`src/rtl/syndrome_calc_pkg.sv`:
```
// Shared definitions for the BCH syndrome calculator: code select encodings,
// frame lengths, field widths and primitive polynomials.
package syndrome_calc_pkg;

  localparam int unsigned SYN_W = 10;
  localparam int unsigned CNT_W = 10;

  typedef enum logic [1:0] {
    CODE_BCH63   = 2'b00,
    CODE_BCH255  = 2'b01,
    CODE_BCH1023 = 2'b10,
    CODE_ILLEGAL = 2'b11
  } code_e;

  typedef enum logic {
    ST_IDLE  = 1'b0,
    ST_ACCUM = 1'b1
  } state_e;

  typedef logic [SYN_W-1:0] gf_elem_t;

  typedef struct packed {
    gf_elem_t s1;
    gf_elem_t s3;
    gf_elem_t s5;
    gf_elem_t s7;
  } syn_t;

  localparam int unsigned N_BCH63   = 63;
  localparam int unsigned N_BCH255  = 255;
  localparam int unsigned N_BCH1023 = 1023;

  localparam int unsigned M_BCH63   = 6;
  localparam int unsigned M_BCH255  = 8;
  localparam int unsigned M_BCH1023 = 10;

  // Primitive polynomials with the x^m term dropped (the reduction mask)
  localparam gf_elem_t POLY_M6  = 10'h003;
  localparam gf_elem_t POLY_M8  = 10'h01D;
  localparam gf_elem_t POLY_M10 = 10'h009;

  function automatic gf_elem_t prim_poly(input int unsigned m);
    gf_elem_t p;
    case (m)
      M_BCH63:   p = POLY_M6;
      M_BCH255:  p = POLY_M8;
      M_BCH1023: p = POLY_M10;
      default:   p = '0;
    endcase
    return p;
  endfunction

  function automatic gf_elem_t field_mask(input int unsigned m);
    return SYN_W'((32'd1 << m) - 32'd1);
  endfunction

  // Counter value of the final coefficient r(0) for a latched code
  function automatic logic [CNT_W-1:0] last_idx(input code_e c);
    logic [CNT_W-1:0] idx;
    case (c)
      CODE_BCH63:   idx = CNT_W'(N_BCH63 - 1);
      CODE_BCH255:  idx = CNT_W'(N_BCH255 - 1);
      CODE_BCH1023: idx = CNT_W'(N_BCH1023 - 1);
      default:      idx = CNT_W'(N_BCH63 - 1);
    endcase
    return idx;
  endfunction

endpackage

```
`src/rtl/syndrome_calc_if.sv`:
```
// Frame/bit input and syndrome result bundle for syndrome_calc, with a
// sink view for the downstream early-stop (tp1) stage.
interface syndrome_calc_if;
  import syndrome_calc_pkg::*;

  logic       i_start;
  logic [1:0] i_code;
  logic       i_bit;
  logic       i_valid;

  gf_elem_t   o_S1;
  gf_elem_t   o_S3;
  gf_elem_t   o_S5;
  gf_elem_t   o_S7;
  logic       o_tp1_valid;
  logic       o_busy;
  logic [1:0] o_code;

  modport master (
    output i_start, i_code, i_bit, i_valid,
    input  o_S1, o_S3, o_S5, o_S7, o_tp1_valid, o_busy, o_code
  );

  modport slave (
    input  i_start, i_code, i_bit, i_valid,
    output o_S1, o_S3, o_S5, o_S7, o_tp1_valid, o_busy, o_code
  );

  modport tp1_sink (
    input o_S1, o_S3, o_S5, o_S7, o_tp1_valid, o_code
  );

endinterface

```
`src/rtl/syndrome_calc_gf_const_mul.sv`:
```
// Combinational multiply of a GF(2^M) element by the constant alpha^K,
// built as K successive multiply-by-alpha steps reduced by the field poly.
module gf_const_mul
  import syndrome_calc_pkg::*;
#(
  parameter int unsigned M = 6,
  parameter int unsigned K = 1
) (
  input  gf_elem_t i_a,
  output gf_elem_t o_prod_c
);

  localparam gf_elem_t FIELD_MASK = field_mask(M);
  localparam gf_elem_t POLY_LOW   = prim_poly(M);

  gf_elem_t acc;
  logic     msb;

  always_comb begin
    acc = i_a & FIELD_MASK;
    msb = 1'b0;
    for (int unsigned s = 0; s < K; s++) begin
      msb = acc[M-1];
      acc = (acc << 1) & FIELD_MASK;
      if (msb) begin
        acc = acc ^ POLY_LOW;
      end
    end
    o_prod_c = acc;
  end

endmodule

```
`src/rtl/syndrome_calc.sv`:
```
// Serial BCH syndrome calculator: Horner evaluation of S1/S3/S5/S7 over a
// received frame, one hard-decision bit per accepted cycle, MSB coefficient first.
module syndrome_calc
  import syndrome_calc_pkg::*;
(
  input  logic            i_clk,
  input  logic            i_rst_n,
  syndrome_calc_if.slave  bus
);

  state_e             state_q, state_d;
  logic [CNT_W-1:0]   cnt_q, cnt_d;
  code_e              code_q, code_d;
  syn_t               syn_q, syn_d;
  logic               tp1_q, tp1_d;
  logic               busy_q, busy_d;

  code_e              in_code;
  logic               start_ok;
  syn_t               mul;

  gf_elem_t m6_s1, m6_s3;
  gf_elem_t m8_s1, m8_s3;
  gf_elem_t m10_s1, m10_s3, m10_s5, m10_s7;

  assign in_code  = code_e'(bus.i_code);
  assign start_ok = bus.i_start && (in_code != CODE_ILLEGAL);

  // Constant multipliers per field; t=2 fields need only S1 and S3
  gf_const_mul #(.M(M_BCH63),   .K(1)) u_m6_s1  (.i_a(syn_q.s1), .o_prod_c(m6_s1));
  gf_const_mul #(.M(M_BCH63),   .K(3)) u_m6_s3  (.i_a(syn_q.s3), .o_prod_c(m6_s3));
  gf_const_mul #(.M(M_BCH255),  .K(1)) u_m8_s1  (.i_a(syn_q.s1), .o_prod_c(m8_s1));
  gf_const_mul #(.M(M_BCH255),  .K(3)) u_m8_s3  (.i_a(syn_q.s3), .o_prod_c(m8_s3));
  gf_const_mul #(.M(M_BCH1023), .K(1)) u_m10_s1 (.i_a(syn_q.s1), .o_prod_c(m10_s1));
  gf_const_mul #(.M(M_BCH1023), .K(3)) u_m10_s3 (.i_a(syn_q.s3), .o_prod_c(m10_s3));
  gf_const_mul #(.M(M_BCH1023), .K(5)) u_m10_s5 (.i_a(syn_q.s5), .o_prod_c(m10_s5));
  gf_const_mul #(.M(M_BCH1023), .K(7)) u_m10_s7 (.i_a(syn_q.s7), .o_prod_c(m10_s7));

  always_comb begin
    mul = '0;
    case (code_q)
      CODE_BCH63: begin
        mul.s1 = m6_s1;
        mul.s3 = m6_s3;
      end
      CODE_BCH255: begin
        mul.s1 = m8_s1;
        mul.s3 = m8_s3;
      end
      CODE_BCH1023: begin
        mul.s1 = m10_s1;
        mul.s3 = m10_s3;
        mul.s5 = m10_s5;
        mul.s7 = m10_s7;
      end
      default: mul = '0;
    endcase
  end

  // Next state: a legal start always wins, even over the final bit of a frame
  always_comb begin
    state_d = state_q;
    cnt_d   = cnt_q;
    code_d  = code_q;
    syn_d   = syn_q;
    tp1_d   = 1'b0;

    if (start_ok) begin
      state_d = ST_ACCUM;
      cnt_d   = '0;
      code_d  = in_code;
      syn_d   = '0;
    end else if ((state_q == ST_ACCUM) && bus.i_valid) begin
      syn_d.s1 = mul.s1 ^ SYN_W'(bus.i_bit);
      syn_d.s3 = mul.s3 ^ SYN_W'(bus.i_bit);
      if (code_q == CODE_BCH1023) begin
        syn_d.s5 = mul.s5 ^ SYN_W'(bus.i_bit);
        syn_d.s7 = mul.s7 ^ SYN_W'(bus.i_bit);
      end
      if (cnt_q == last_idx(code_q)) begin
        state_d = ST_IDLE;
        cnt_d   = '0;
        tp1_d   = 1'b1;
      end else begin
        cnt_d = cnt_q + CNT_W'(1);
      end
    end

    busy_d = (state_d == ST_ACCUM);
  end

  always_ff @(posedge i_clk or negedge i_rst_n) begin
    if (!i_rst_n) begin
      state_q <= ST_IDLE;
      cnt_q   <= '0;
      code_q  <= CODE_BCH63;
      syn_q   <= '0;
      tp1_q   <= 1'b0;
      busy_q  <= 1'b0;
    end else begin
      state_q <= state_d;
      cnt_q   <= cnt_d;
      code_q  <= code_d;
      syn_q   <= syn_d;
      tp1_q   <= tp1_d;
      busy_q  <= busy_d;
    end
  end

  assign bus.o_S1        = syn_q.s1;
  assign bus.o_S3        = syn_q.s3;
  assign bus.o_S5        = syn_q.s5;
  assign bus.o_S7        = syn_q.s7;
  assign bus.o_tp1_valid = tp1_q;
  assign bus.o_busy      = busy_q;
  assign bus.o_code      = code_q;

endmodule

```
`src/flat_wrapper.sv`:
```
// flat-port wrapper written by rule: the top's interface ports become plain ports
module syndrome_calc_flat import syndrome_calc_pkg::*;
  (i_clk, i_rst_n, bus_i_start, bus_i_code, bus_i_bit, bus_i_valid, bus_o_S1, bus_o_S3, bus_o_S5, bus_o_S7, bus_o_tp1_valid, bus_o_busy, bus_o_code);
  syndrome_calc_if bus_i ();
  input  logic i_clk;
  input  logic i_rst_n;
  input wire logic [$bits(bus_i.i_start)-1:0] bus_i_start;
  input wire logic [$bits(bus_i.i_code)-1:0] bus_i_code;
  input wire logic [$bits(bus_i.i_bit)-1:0] bus_i_bit;
  input wire logic [$bits(bus_i.i_valid)-1:0] bus_i_valid;
  output wire logic [$bits(bus_i.o_S1)-1:0] bus_o_S1;
  output wire logic [$bits(bus_i.o_S3)-1:0] bus_o_S3;
  output wire logic [$bits(bus_i.o_S5)-1:0] bus_o_S5;
  output wire logic [$bits(bus_i.o_S7)-1:0] bus_o_S7;
  output wire logic [$bits(bus_i.o_tp1_valid)-1:0] bus_o_tp1_valid;
  output wire logic [$bits(bus_i.o_busy)-1:0] bus_o_busy;
  output wire logic [$bits(bus_i.o_code)-1:0] bus_o_code;
  assign bus_i.i_start = bus_i_start;
  assign bus_i.i_code = bus_i_code;
  assign bus_i.i_bit = bus_i_bit;
  assign bus_i.i_valid = bus_i_valid;
  assign bus_o_S1 = bus_i.o_S1;
  assign bus_o_S3 = bus_i.o_S3;
  assign bus_o_S5 = bus_i.o_S5;
  assign bus_o_S7 = bus_i.o_S7;
  assign bus_o_tp1_valid = bus_i.o_tp1_valid;
  assign bus_o_busy = bus_i.o_busy;
  assign bus_o_code = bus_i.o_code;
  syndrome_calc u_core (.i_clk(i_clk), .i_rst_n(i_rst_n), .bus(bus_i));
endmodule
```
`config.mk`:
```
export PLATFORM = sky130hd
export DESIGN_NAME = syndrome_calc_flat
export DESIGN_NICKNAME = d
export VERILOG_FILES = /design/src/rtl/syndrome_calc_pkg.sv /design/src/rtl/syndrome_calc_if.sv /design/src/rtl/syndrome_calc_gf_const_mul.sv /design/src/rtl/syndrome_calc.sv /design/src/flat_wrapper.sv
export SDC_FILE = /design/constraint.sdc
export NUM_CORES = 1
export LEC_CHECK = 0
export CORE_ASPECT_RATIO = 1.2
export CORE_MARGIN = 5
export CORE_UTILIZATION = 49
export DETAILED_ROUTE_END_ITERATION = 10
export DONT_BUFFER_PORTS = 1
export PLACE_DENSITY = 0.75
export SLEW_MARGIN = 20
export SYNTH_ARGS = -nofsm -noshare
export SYNTH_HDL_FRONTEND = slang
export SYNTH_SLANG_ARGS = --single-unit
```
`constraint.sdc`:
```
create_clock -name i_clk -period 4.55 [get_ports i_clk]
set_input_delay 0.6825 -clock i_clk [delete_from_list [all_inputs] [get_ports i_clk]]
set_output_delay 0.6825 -clock i_clk [all_outputs]
set_load 0.02 [all_outputs]
```
Word level (Yosys, flattened, before mapping)
Index checks and enable logic that the tools add are counted.
{"block": "classes", "eq_ne": 4, "n_bitwise": 28, "mux": 41, "reduce_logical": 8, "add_sub_neg": 1}
{"cell": "$mux 40", "count": 2}
{"cell": "$mux 4", "count": 16}
{"cell": "$pmux 20 s3", "count": 1}
{"cell": "$mux 10", "count": 5}
{"cell": "$mux 20", "count": 2}
{"cell": "$not 2->2", "count": 20}
{"cell": "$xor 10x1->10", "count": 4}
{"cell": "$mux 5", "count": 4}
{"cell": "$pmux 10 s2", "count": 1}
{"cell": "$not 4->4", "count": 4}
{"cell": "$add 10x1->10 const B", "count": 1}
{"cell": "$eq 10x10->1", "count": 1}
{"cell": "$mux 2", "count": 4}
{"cell": "$mux 1", "count": 6}
{"cell": "$reduce_bool 2->1", "count": 3}
{"cell": "$reduce_and 2->1", "count": 2}
{"cell": "$eq 2x1->1 const B", "count": 1}
{"cell": "$eq 2x2->1 const B", "count": 1}
{"cell": "$logic_and 1x1->1", "count": 2}
{"cell": "$logic_not 2->1", "count": 1}
{"cell": "$ne 2x2->1 const B", "count": 1}
{"block": "totals", "ff_bits": 54, "output_inout_bits": 44, "word_cells": 90}

Longest topological paths before layout
{"block": "depth", "ltp_word": 19, "mapped_depth": 7, "ltp_nobuf": 7}

Hierarchy
A second synthesis with hierarchy kept.
{"block": "unflattened", "hier_cells": 310, "hier_area_um2": 3163.0}
{"module": "syndrome_calc", "area_each_um2": 2486.1, "cells_each": 223, "instances": 1}
{"module": "gf_const_mul at u_core.u_m6_s3 ...", "area_each_um2": 82.6, "cells_each": 11, "instances": 2}
{"module": "gf_const_mul at u_core.u_m8_s3", "area_each_um2": 111.4, "cells_each": 14, "instances": 1}
{"module": "gf_const_mul at u_core.u_m10_s7", "area_each_um2": 83.8, "cells_each": 10, "instances": 1}
{"module": "gf_const_mul at u_core.u_m10_s5", "area_each_um2": 81.3, "cells_each": 10, "instances": 1}
{"module": "gf_const_mul at u_core.u_m6_s1", "area_each_um2": 80.1, "cells_each": 11, "instances": 1}
{"module": "gf_const_mul at u_core.u_m10_s3", "area_each_um2": 78.8, "cells_each": 10, "instances": 1}
{"module": "gf_const_mul at u_core.u_m10_s1", "area_each_um2": 76.3, "cells_each": 10, "instances": 1}

Least setup slack after synthesis
Ideal clock, no wire load.
{"block": "synth_path", "kind": "register to register", "start": "reg u_core.code_q[0] (netlist: u_core.bus.o_code[0])", "end": "reg u_core.cnt_q[9]", "period_less_slack_ps": 1958, "path_buffers": 0, "arrival_ps": 1834, "setup_slack_ps": 2592, "setup_time_ps": 124, "path_stages_with_launch": 8, "path_cell_list": "dfrtp_1 -> inv_1 -> ha_1 -> or3_1 -> a22oi_2 -> a211o_2 -> nor2_1 -> a211o_1"}
{"block": "synth_between", "elab_chain_cells": 8}
{"element": "start: declaration", "line": "syndrome_calc.sv:13", "text": "code_e code_q, code_d;"}
{"element": "start signal: assignment", "line": "syndrome_calc.sv:103", "text": "code_q <= code_d;"}
{"element": "$eq 2x2->1 or $eq 2x1->1 (tied branches)", "line": "syndrome_calc_pkg.sv:60", "text": "case (c)"}
{"element": "$pmux 10 s2 (*)", "line": "syndrome_calc_pkg.sv:60"}
{"element": "$mux 10 (*)", "line": "syndrome_calc.sv:73", "text": "end else if ((state_q == ST_ACCUM) && bus.i_valid) begin"}
{"element": "$mux 10 (*)", "line": "syndrome_calc.sv:68", "text": "if (start_ok) begin"}
{"element": "$eq 10x10->1 (*)", "line": "syndrome_calc.sv:80", "text": "if (cnt_q == last_idx(code_q)) begin"}
{"element": "$mux 10 (*)", "line": "syndrome_calc.sv:80"}
{"element": "$mux 10 (*)", "line": "syndrome_calc.sv:73"}
{"element": "$mux 10 (*)", "line": "syndrome_calc.sv:68"}
{"element": "end signal: assignment", "line": "syndrome_calc.sv:102", "text": "cnt_q <= cnt_d;"}
{"element": "end: declaration", "line": "syndrome_calc.sv:12", "text": "logic [CNT_W-1:0] cnt_q, cnt_d;"}
Every way passes the cells marked *; elsewhere a longest branch is shown, timed or not. The select of a mux whose other input is x is not followed.
A chain may end at the register's enable or synchronous reset.

Final worst setup path
{"block": "layout_path", "start": "reg u_core.code_q[0] (netlist: u_core.bus.o_code[0])", "end": "reg u_core.syn_q (netlist bit u_core.bus.o_S7[7])"}
{"block": "layout_between", "elab_chain_cells": 6}
{"element": "$eq 2x2->1 (*)", "line": "syndrome_calc.sv:41, syndrome_calc.sv:76"}
{"element": "$mux 20", "line": "syndrome_calc.sv:41", "text": "case (code_q)"}
{"element": "$xor 10x1->10", "line": "syndrome_calc.sv:78", "text": "syn_d.s7 = mul.s7 ^ SYN_W'(bus.i_bit);"}
{"element": "$mux 20", "line": "syndrome_calc.sv:76", "text": "if (code_q == CODE_BCH1023) begin"}
{"element": "$mux 40", "line": "syndrome_calc.sv:73"}
{"element": "$mux 40", "line": "syndrome_calc.sv:68"}
{"element": "end signal: assignment", "line": "syndrome_calc.sv:104", "text": "syn_q <= syn_d;"}
{"element": "end: declaration", "line": "syndrome_calc.sv:14", "text": "syn_t syn_q, syn_d;"}
Marked as above.

==> results.tsv <==
metric	value	unit
status	finished clean	
initial antenna violation count	0	
CTS sink cnt	54	
Clk pwr share	32.9	%
Post-Syn Area per Cell	9.49	um2
Synth Area in Adders	2.74	%
CP Launch Type	register	
Hold WC Path Type	input pin to asynchronous set/reset pin	
clock root buffer	clkbuf_8	
share of the synthesized area in the top cell type	49.3	%
complex-gate fraction of the synthesized area	15.9	%
Final nets	288	
post-synthesis mux area share	0	%
Comb pwr share	10.7	%
Post-synth top cells	54 x dfrtp_1, 46 x nand2_1, 34 x nor2_1	
Clock Tree Buf Depth	2	
sequential power share	56.3	%
floorplan row count	29	
Crit Path Category	register to register	
vias in the first global route	1861	
maxcap violations	0	
Synth cell types	35	
Post-Synthesis Cells	289	
CTS tree	built	
drt pass-1 iters	5	
crit path cell chain	inv_1, ha_1, and3_1, nand2_1, xor2_1, nor2_1	
Worst path max stage delay	0.85	ns
Worst setup EP type	register	
latest clock arrival within the worst-skew pair	0.30	ns
relative slew slack	42.6	%
post-cts sizing count	0	
WP data arrival	2.88	ns
Die X	78.3	um
RSZ-0062 raised after global routing	false	
number of flops mapped to enable cells by yosys	0	
gr usage total	16.5	%
non-filler cells, final	338	
synth warn	0	
DR vias/cell	5.92	
flops & latches, synth	54	
post-CTS setup buffer count	0	
CORE AREA	5370	um2
main combinational cell family by area after synthesis	simple AND/OR/NAND/NOR gates	
Die Span Y	91.9	um
Area growth syn-to-layout	3.15	%
internal cell power	701	uW
gr ovfl total	0	
Final setup viols	0	
wire length of the first global-routing pass	9.55	mm
Post-Syn Nets	302	
port buffer count	0	
Clk pin slew, worst setup/hold paths	0.09	ns
Slowest cell on crit path	and3_1	
TritonCTS Buffers	5	
Max Slew Vio Count	0	
ys async rst share	100	%
Power per Cell Area	341	nW/um2
switching share of power	27.3	%
die area	7200	um2
xor-xnor portion of the synthesized cell area	11.2	%
share of layout cells above drive strength 1	4.35	%
synthesized cell area	2740	um2
Sw Pwr	263	uW
Fin. Hold Viols	0	
largest net degree at the start of global routing	55	
final WL	5.72	mm
Yosys top cell by area	dfrtp_1	
post-DP HPWL	3.99	mm
setup TNS	0	ns
fin crit share	59.4	%
placed cells	330	
GPL Wtd Cong	0.821	
Simple-Gate Fraction of Synth Area	16.2	%
Initial Utilization	51.0	%
n_diodes	0	
crit path time final	2.70	ns
top cells by area, synth	dfrtp_1 49%, xor2_1 6.7%, nand2_1 6.3%	
clk_skew	0.00408	ns
# IOs	51	
H-tree depth	2	
WL/cell	16.9	um
drt initial violations	141	
top-count cell post-synth	dfrtp_1	
leakage	0.00127	uW
worst path required time	4.73	ns
Synth Flop Type	dfrtp_1	
Max Fclk	370	MHz
drt drc	0	
Post-CTS Hold Buffers	0	
VDD IR-drop max	221	uV
post-synthesis sequential area ratio	49.3	%
Crit Path Max Fanout	27	
Post-DRT Antenna Nets	0	
slew at the pin with the worst max-slew slack	0.862	ns
vias	2001	
[per-stage QoR]
step | utilization, % | setup WS, ns | instance area (um2) | hold WS [ns] | total power [uW]
6_report | 52.7 | 1.85 | 2830 | 0.0602 | 964
5_1_grt | 52.7 | 1.56 | 2830 | 0.0427 | 1010
4_1_cts | 52.7 | 1.86 | 2830 | 0.0586 | 969
3_5_place_dp | 50.7 | 1.87 | 2720 | 0.389 | 656
3_3_place_gp | 50.6 | 1.99 | 2720 | 0.389 | 653
2_1_floorplan | - | 2.59 | 2740 | 0.387 | 635
[worst max-delay path, delay by kind of cell, from the launching register on]
kind,cells,cell delay (ns)
buffers and inverters,1,0.15
and+or+nand+nor,3,1.08
DFF,1,0.51
xor gates and xnor gates,1,0.19
adders and majority gates,1,0.66
[sequential cells by signal, indices dropped and copies added, names as in the netlist]
register / count
u_core.bus.o_tp1_valid: 1
u_core.bus.o_code: 2
u_core.bus.o_S7: 10
u_core.bus.o_S3: 10
u_core.bus.o_S5: 10
u_core.bus.o_S1: 10
u_core.state_q: 1
u_core.cnt_q: 10
[power groups by stage]
| stage | Sequential (uW) | Combinational (uW) | Clock [uW] |
|---|---|---|---|
| 5_1_grt | 547 | 115 | 344 |
| 3_5_place_dp | 554 | 103 | 0 |
| 2_1_floorplan | 543 | 91.7 | 0 |
| 4_1_cts | 544 | 103 | 322 |
| 6_report | 543 | 103 | 317 |
| 3_3_place_gp | 553 | 100 | 0 |
[layer usage]
metal	vias to the layer above	wire, um	track usage, %
li1	957	-	-
met1	970	2510	21.5
met2	67	2550	24.5
met3	7	556	7.16
met4	0	93	5.69
met5	-	0	0
[layout by cell type, fill, tap and decap left out]
| master | count |
|---|---|
| dfrtp_1 | 54 |
| nand2_1 | 46 |
| nor2_1 | 33 |
| xor2_1 | 21 |
| o21ai_0 | 17 |
| xnor2_1 | 14 |
| a21oi_1 | 13 |
| a211oi_1 | 10 |
| nand3_1 | 7 |
| a22o_1 | 6 |
| ha_1 | 6 |
| clkbuf_8 | 5 |
| inv_1 | 4 |
| and3_1 | 4 |
| a222oi_1 | 4 |
| or3_1 | 3 |
| nand4_1 | 3 |
| a221oi_1 | 3 |
| nand2b_1 | 2 |
| nor3_1 | 2 |
| a21o_1 | 2 |
| o21bai_1 | 2 |
| clkbuf_1 | 2 |
| a21boi_2 | 1 |
| and2_1 | 1 |
| a22oi_2 | 1 |
| a211o_2 | 1 |
| nor2_2 | 1 |
| and4_2 | 1 |
| a211o_1 | 1 |
| o31ai_1 | 1 |
| o311ai_0 | 1 |
| a22oi_1 | 1 |
| nor4b_1 | 1 |
| bufinv_16 | 1 |
| buf_4 | 1 |
[worst paths after layout]
kind | from | endpoint | slack (ns) | cells after the start
max in group asynchronous | i_rst_n | u_core.bus.o_S7[2] | 4.39 | 0
min in group i_clk | bus_i_code[1] | u_core.bus.o_code[1] | 0.50 | 2
worst max-delay path | u_core.bus.o_code[0] | u_core.bus.o_S7[7] | 1.85 | 6
worst min-delay path | i_rst_n | u_core.bus.o_S3[4] | 0.06 | 0
worst max register to register | u_core.bus.o_code[0] | u_core.bus.o_S7[7] | 1.85 | 6
worst min register to register | u_core.cnt_q[0] | u_core.cnt_q[0] | 0.55 | 1
[cells by family (layout without fill, tap and decap cells)]
group                    count (synthesis)  in the layout
adder cells (fa/ha/maj)                  6              6
AND/OR/NAND/NOR                        104            104
flip-flops                              54             54
AO/OA/AOI/OAI                           64             64
buffers and inverters                   26             13
XOR/XNOR                                35             35
[cell type report]
class / instances / area (um2)
clock inverter: 1 / 30.0
clock buffer: 7 / 76.3
tap: 62 / 77.6
sequential: 54 / 1350
multi-input combinational: 209 / 1270
inverter: 4 / 15.0
timing repair buffer: 1 / 7.51
fill: 481 / 2540
Power figures use the tool's default switching activity.
